File: src/rtl/cache_pkg.sv
// cache_pkg: shared FSM states, word type and line geometry helpers for the line controller
package cache_pkg;
  localparam logic [2:0] IDLE     = 3'd0;
  localparam logic [2:0] WB_ISSUE = 3'd1;
  localparam logic [2:0] WB_WAIT  = 3'd2;
  localparam logic [2:0] RD_ISSUE = 3'd3;
  localparam logic [2:0] RD_WAIT  = 3'd4;
  localparam logic [2:0] DONE     = 3'd5;
  localparam int WORD_BYTES = 4;
  typedef logic [31:0] word_t;
  function automatic int line_off_bits(input int words);
    return $clog2(words) + $clog2(WORD_BYTES);
  endfunction
endpackage

File: src/rtl/mem_watchdog.sv
// mem_watchdog: counts wait cycles for one memory word and flags when the budget is used up
module mem_watchdog #(
  parameter int TIMEOUT_CYCLES = 64
) (
  input  logic clk,
  input  logic reset,
  input  logic clear,
  input  logic enable,
  output logic expired
);
  localparam int CW = $clog2(TIMEOUT_CYCLES + 1);
  logic [CW-1:0] cnt_q, cnt_d;
  assign expired = enable && cnt_q == CW'(TIMEOUT_CYCLES - 1);
  // restart on every issue, advance only while waiting
  always_comb cnt_d = clear ? '0 : (enable && !expired) ? cnt_q + 1'b1 : cnt_q;
  // counter register
  always_ff @(posedge clk)
    if (reset) cnt_q <= '0;
    else cnt_q <= cnt_d;
endmodule

File: src/rtl/cache_line_mem_controller.sv
// cache_line_mem_controller: serialises line writeback/refill requests into single-word memory transactions
module cache_line_mem_controller import cache_pkg::*; #(
  parameter int WORDS_PER_LINE = 4,
  parameter int TIMEOUT_CYCLES = 64
) (
  input  logic                         clk,
  input  logic                         reset,
  input  logic                         req_valid,
  output logic                         req_ready,
  input  logic                         req_wb,
  input  logic                         req_fill,
  input  logic [31:0]                  wb_addr,
  input  logic [31:0]                  fill_addr,
  input  logic [32*WORDS_PER_LINE-1:0] wb_line,
  output logic [32*WORDS_PER_LINE-1:0] fill_line,
  output logic                         done,
  output logic                         err,
  output logic [31:0]                  mem_addr,
  output logic [31:0]                  mem_write_data,
  output logic                         mem_read,
  output logic                         mem_write,
  input  logic [31:0]                  mem_read_data,
  input  logic                         mem_ready
);
  localparam int OFF = line_off_bits(WORDS_PER_LINE);
  localparam int IW = $clog2(WORDS_PER_LINE);
  logic [2:0] state_q, state_d;
  logic [IW-1:0] idx_q, idx_d;
  logic wb_q, wb_d, fill_q, fill_d, err_q, err_d;
  logic [31:0] wb_base_q, wb_base_d, fill_base_q, fill_base_d;
  word_t [WORDS_PER_LINE-1:0] wb_line_q, wb_line_d, fill_line_q, fill_line_d;
  logic last, expired, rd_phase, unused_ok;
  assign unused_ok = ^{wb_addr[OFF-1:0], fill_addr[OFF-1:0]};
  assign last = idx_q == IW'(WORDS_PER_LINE - 1);
  assign rd_phase = state_q == RD_ISSUE || state_q == RD_WAIT;
  assign req_ready = state_q == IDLE;
  assign done = state_q == DONE;
  assign err = err_q;
  assign mem_write = state_q == WB_ISSUE;
  assign mem_read = state_q == RD_ISSUE;
  assign mem_addr = (rd_phase ? fill_base_q : wb_base_q) + 32'({idx_q, 2'b00});
  assign mem_write_data = wb_line_q[idx_q];
  assign fill_line = fill_line_q;
  mem_watchdog #(.TIMEOUT_CYCLES(TIMEOUT_CYCLES)) u_wd (
    .clk(clk),
    .reset(reset),
    .clear(mem_write || mem_read),
    .enable(state_q == WB_WAIT || state_q == RD_WAIT),
    .expired(expired)
  );
  // request capture and word sequencing; idx wraps to 0 naturally after the last word
  always_comb begin
    state_d = state_q;
    idx_d = idx_q;
    wb_d = wb_q;
    fill_d = fill_q;
    wb_base_d = wb_base_q;
    fill_base_d = fill_base_q;
    wb_line_d = wb_line_q;
    fill_line_d = fill_line_q;
    err_d = 1'b0;
    case (state_q)
      IDLE: if (req_valid) begin
        wb_d = req_wb;
        fill_d = req_fill;
        wb_base_d = {wb_addr[31:OFF], {OFF{1'b0}}};
        fill_base_d = {fill_addr[31:OFF], {OFF{1'b0}}};
        wb_line_d = wb_line;
        state_d = req_wb ? WB_ISSUE : req_fill ? RD_ISSUE : DONE;
      end
      WB_ISSUE: state_d = WB_WAIT;
      RD_ISSUE: state_d = RD_WAIT;
      WB_WAIT, RD_WAIT: if (mem_ready) begin
        if (state_q == RD_WAIT) fill_line_d[idx_q] = mem_read_data;
        idx_d = idx_q + 1'b1;
        state_d = !last ? state_q - 3'd1 : (state_q == WB_WAIT && fill_q) ? RD_ISSUE : DONE;
      end else if (expired) begin
        idx_d = '0;
        err_d = 1'b1;
        state_d = DONE;
      end
      DONE: state_d = IDLE;
      default: state_d = IDLE;
    endcase
  end
  // state registers
  always_ff @(posedge clk)
    if (reset) begin
      state_q <= IDLE;
      idx_q <= '0;
      wb_q <= 1'b0;
      fill_q <= 1'b0;
      err_q <= 1'b0;
      wb_base_q <= '0;
      fill_base_q <= '0;
      wb_line_q <= '0;
      fill_line_q <= '0;
    end else begin
      state_q <= state_d;
      idx_q <= idx_d;
      wb_q <= wb_d;
      fill_q <= fill_d;
      err_q <= err_d;
      wb_base_q <= wb_base_d;
      fill_base_q <= fill_base_d;
      wb_line_q <= wb_line_d;
      fill_line_q <= fill_line_d;
    end
endmodule
File: config.mk
export PLATFORM = sky130hd
export DESIGN_NAME = cache_line_mem_controller
export DESIGN_NICKNAME = d
export VERILOG_FILES = /design/src/rtl/cache_pkg.sv /design/src/rtl/mem_watchdog.sv /design/src/rtl/cache_line_mem_controller.sv
export SDC_FILE = /design/constraint.sdc
export NUM_CORES = 1
export LEC_CHECK = 0
export BUFFER_PORTS_ARGS = -buffer_cell sky130_fd_sc_hd__buf_2
export CORE_AREA = 2 2 166 168
export DETAILED_ROUTE_END_ITERATION = 16
export DIE_AREA = 0 0 168 170
export PLACE_DENSITY = 0.77
export SETUP_SLACK_MARGIN = 0.1
export SYNTH_ARGS = -nofsm -noshare
export SYNTH_HDL_FRONTEND = slang
export SYNTH_SLANG_ARGS = --single-unit
File: constraint.sdc
create_clock -name clk -period 3.7 [get_ports clk]
set_clock_uncertainty 0.2 [all_clocks]
set_input_delay 0.74 -clock clk [delete_from_list [all_inputs] [get_ports clk]]
set_output_delay 0.74 -clock clk [all_outputs]
set_load 0.01 [all_outputs]
# --- Word level (Yosys, flattened, before mapping) ---
# Index checks and enable logic that the tools add are counted.
totals:
  out_inout_bits: 197
  wordCells: 65
  register_bits: 326
op_classes:
  bitwise_logic: 1
  n_lt_le_gt_ge: 2
  n_eq_ne: 9
  add_sub_neg: 4
  n_reduce_logical: 17
  muxes: 17
op_table:
  columns: ["operator", "count"]
  rows:
  - ["$bwmux 128", 1]
  - ["$mux 32", 3]
  - ["$bmux 32 s2", 1]
  - ["$demux 32 s2", 1]
  - ["$add 32x4->32", 1]
  - ["$mux 3", 7]
  - ["$pmux 3 s4", 1]
  - ["$add 7x1->7 const B", 1]
  - ["$eq 7x6->1 const B", 1]
  - ["$eq 3x2->1 const B", 2]
  - ["$eq 3x3->1 const B", 2]
  - ["$reduce_and 2->1", 3]
  - ["$logic_and 1x1->1", 4]
  - ["$mux 2", 2]
  - ["$reduce_or 2->1", 2]
  - ["$eq 3x1->1 const B", 1]
  - ["$logic_not 3->1", 1]
  - ["$logic_or 1x1->1", 3]
  - ["$lt 2x3->1 const B", 1]
  - ["$ne 3x2->1 const B", 1]
  - ["$reduce_and 3->1", 1]
  - ["$reduce_or 3->1", 1]
  - ["$sub 3x1->3 const B", 1]
  - ["$add 2x1->2 const B", 1]
  - ["7 further kinds", 7]

# --- Logic depth before layout (Yosys ltp) ---
logic_depth:
  ltp_word: 6
  ltp_mapped: 9
  mapped_depth_nobuf: 6

# --- By module ---
# From an unflattened synthesis, not the netlist that was laid out.
unflattened:
  cells_unflattened: 1547
  hier_area_um2: 12773.5
modules_own_cells:
  columns: ["module", "instances", "area_each_um2", "cells_per_inst"]
  rows:
  - ["cache_line_mem_controller", 1, 12428.2, 1508]
  - ["mem_watchdog", 1, 345.3, 39]

# --- Worst setup path before layout ---
# No wires, ideal clock.
synth_timing:
  path_kind: "reg2out"
  from: "reg state_q[0]"
  to: "out mem_addr[14]"
  arrival_time_ps: 1651
  required_ps: 2760
  path_stages_with_launch: 7
  setup_slack_ps: 1109
  cell_sequence: "dfxtp_1 -> inv_1 -> ha_1 -> and2_2 -> nor2_8 -> buf_6 -> mux2_1"
synth_between:
  elab_chain_len: 4
synth_lines:
  columns: ["item", "line_no", "rtl"]
  rows:
  - ["from (decl)", "cache_line_mem_controller.sv:27", "logic [2:0] state_q, state_d;"]
  - ["from (signal assigned)", "cache_line_mem_controller.sv:99", "state_q <= state_d;"]
  - ["$eq 3x2->1 / $eq 3x3->1 (equally long branches)", "cache_line_mem_controller.sv:35", "assign rd_phase = state_q == RD_ISSUE || state_q == RD_WAIT;"]
  - ["$logic_or 1x1->1 *", "cache_line_mem_controller.sv:35", null]
  - ["$mux 32 *", "cache_line_mem_controller.sv:41", "assign mem_addr = (rd_phase ? fill_base_q : wb_base_q) + 32'({idx_q, 2'b00});"]
  - ["$add 32x4->32 *", "cache_line_mem_controller.sv:41", null]
  - ["to (decl)", "cache_line_mem_controller.sv:18", "output logic [31:0] mem_addr,"]
# Mark *: on every way between the ends. The rest lies on a longest branch, timed or not.

# --- Final worst setup path ---
layout_timing:
  from: "reg state_q[0]"
  to: "out mem_addr[17]"
# Same word-level chain as after synthesis.

==> results.md <==
* Gate Count Post-Synth at between 1.5k and 2k
* Inserted Clock Buffers at 35
* Metal-1 WL at 14200 um
* Total vias in the final route at 11.9k
* FFs w/ async S/R, synth at 0%
* Period utilisation layout at between 90% and 100%
* Metal3 WL at 2890 um
* Synth Area per Inst at 8.41 sq um
* Adder-Cell Fraction of Synth Area at less than 1%
* Sw Share at 30.8%
* Worst hold slack at around 250 ps
* Reg clk slew, reported paths at 60 ps
* I/O Pins at 427
* Chip width at 168 um
* DP Wirelength at 24400 um
* Largest net degree at the start of global routing at between 150 and 200
* Status: finished clean
* Htree depth at 2
* Die Y-Extent at 170 um
* Max-Slew Margin vs Limit at 39.3%
* Fin. Hold Viols at 0
* Startpoint types: flip-flop
* Total gr overflow at 0
* Reg-to-Reg Start: state_q[0]$_SDFFE_PP0P_
* Core ar. at 26700 sq um
* Critical Path Sink Type: output pin
* Number of global-route vias before repair at ~11k
* Global-route usage over all layers at between 20% and 30%
* Final wirelength at 36300 um
* Largest area contributor in the netlist: dfxtp_1
* Top-count cell post-synth: nand2_1
* Clk root buf: clkbuf_16
* Final min period at 3430 ps
* CTS tree: done
* GP Congestion at 0.851
* Global-route wire length before repair at between 50000 and 60000 um
* Top Metal Used: met5
* Via-to-Cell Ratio at 5.23
* Simple-gate portion of the synthesized area at 20.2%
* Critical path's slowest cell: mux2_2
* Clk sinks at ~330
* Endpoints failing setup at 0
* Initial drt markers at 793
* Top cells by area, synth: dfxtp_1, nand2_1, a21oi_1, mux4_2, mux2_2
* Internal power at 7.10 mW
* Post-route setup TNS at 0 ps
* Post-synthesis mux area share at 8.28%
* Fraction of layout cells with a size suffix above 1 at 30.8%
* Slew Limit Fails at 0
* Reg power frac at 41.2%
* Post-synthesis xor/xnor area fraction at 0.135%
* Post-cts sizing count at 0
* Clock tree buffer depth at 3
* Arr. time, crit path at approximately 2500 ps
* Crit. Startpoint: state_q[0]$_SDFFE_PP0P_
* Comb pwr share at between 20% and 30%
* #FFs+latches synth at about 330
* Initial antenna violation count at 8
* Clk pwr share at between 30% and 40%
* Skew-Pair Late Insertion Delay at 500 ps
* Buf/Inv on CP at 2
* CP Data Required Time at 2760 ps
* P_sw at approximately 3.2 mW
* Post-Syn Area at approximately 13000 sq um
* Post-synth top cells: nand2_1, dfxtp_1, a21oi_1
* FMAX at 291 MHz
* Rows at 60
* Combinational family with the most area after synthesis: simple AND/OR/NAND/NOR gates
* Top cell type's share of synthesized area at 50.5%
* Synth Area in Compound Gates at 14.4%
* CP peak stage delay at 390 ps
* Router iterations before antenna repair at 5
* Crit Path Category: flip-flop to output pin
* IO buf count at 416
* NumNets Final at 2134
* Starting Density at 48.5%
* Die area at 28600 sq um
* Met2 WL at 17400 um
* Min-delay src: fill_line[45]$_SDFFE_PP0P_
* Synthesis Warnings at 0
* CP cell instances: inv_1 > ha_1 > and2_2 > nor2_8 > mux2_2 > buf_2
* Wirelength per Cell at 16.0 um
* Cell Pwr Density at roughly 630 nW/um^2
* Final non-filler cell area at approximately 16000 sq um
* Max-Cap Viols at 0
* Maximum vdd drop at 437 uV
* Crit Path Max Fanout at 14
* ANT nets after route at 0
* Number of synthesized flops with an enable pin at 0
* Overall Power at 10.3 mW
* Unrepaired setup endpoints after global routing: false
* Post-synthesis sequential area ratio at 50.5%
* Yosys cell types at 54
* Leakage at 6.80 nW
* Worst slew pin tran at 911 ps
* Area growth from synthesis to layout at 25.3%
* Placed Instance Area at ~15000 sq um
* Largest delay share family, worst path: simple AND/OR/NAND/NOR gates
* Primary FF master, synth: dfxtp_1
* Residual DRC at 0
* Worst hold-check path type: flip-flop to flip-flop
==> flip-flops by register name, summed over array words and instances, names as in the netlist <==
register     cells
idx_q            2
fill_q           1
err              1
u_wd.cnt_q       7
state_q          3
wb_line_q      128
wb_base_q       28
fill_line      128
fill_base_q     28
==> layout make-up <==
class / instances / area (sq um)
multi-input combinational: 1088 / 5720
timing repair buffer: 435 / 2320
clock buffer: 52 / 1060
clock inverter: 10 / 103
tap: 341 / 427
antenna: 6 / 15.0
inverter: 8 / 30.0
fill: 2328 / 10400
sequential: 326 / 6530
==> cell families (layout without fill, tap and decap cells) <==
| kind of cell | count (synthesis) | after routing |
|---|---|---|
| adders and majority gates | 10 | 10 |
| other | 1 | 8 |
| AOI/OAI and AO/OA | 343 | 343 |
| DFF | 326 | 326 |
| xor gates and xnor gates | 2 | 2 |
| and+or+nand+nor | 667 | 668 |
| buffers and inverters | 126 | 505 |
| muxes | 63 | 63 |
==> cell usage in the layout (no fill, tap or decap), drive strengths merged, types with 2 or more instances in the layout <==
master   instances
and3             3
bufinv           2
nand2          633
mux2i            2
buf            435
conb             2
clkbuf          52
and2b            3
dfxtp          326
nand3            2
o211ai           2
o21ai            9
inv              8
nor2             7
mux2            29
nor3             2
and2             7
nor3b            2
a21oi          317
ha              10
o2111ai          2
clkinv           7
mux4            32
diode            6
a31o             2
a211o            2
or3              2
==> final timing paths <==
check,end,slack [ps],cells after the start
min reg2reg,fill_line[45]$_SDFFE_PP0P_,250,2
max,mem_addr[17],270,6
max reg2reg,wb_line_q[94]$_SDFFE_PP0P_,1080,7
min,fill_line[45]$_SDFFE_PP0P_,250,2
==> repair_timing <==
item	CTS	global route
setup endpoints to repair	0	28
hold endpoints to repair	0	0
hold buffers	0	0
setup buffers	0	1
==> power by group through the flow <==
stage	Combinational, mW	Sequential [mW]	Clock [mW]
floorplan	1.85	4.22	0
global route	2.78	4.28	3.72
finish	2.52	4.23	3.51
CTS	2.49	4.23	3.58
detailed placement	2.48	4.30	0
global placement	2.42	4.28	0
==> routing by layer <==
layer,vias to the layer above,global-route usage [%]
li1,5785,-
met1,5496,28.0
met2,456,41.3
met3,119,6.77
met4,2,12.4
met5,-,0
==> through the flow <==
stage	cells	setup WS, ps	util [%]
global route	2265	146	60.8
finish	2266	269	60.8
floorplan	1539	1110	-
detailed placement	2196	700	56.3
CTS	2258	154	60.6
global placement	2196	763	56.3
==> worst register-to-register path, stage by stage, from the launching register on <==
cell and delay [ps]:
dfxtp_1 340, inv_1 160, ha_1 320, nor2b_4 280, and2_4 190, buf_4 670
nand2_1 200, a21oi_1 180
No activity file was read; power rests on OpenSTA's default activity.
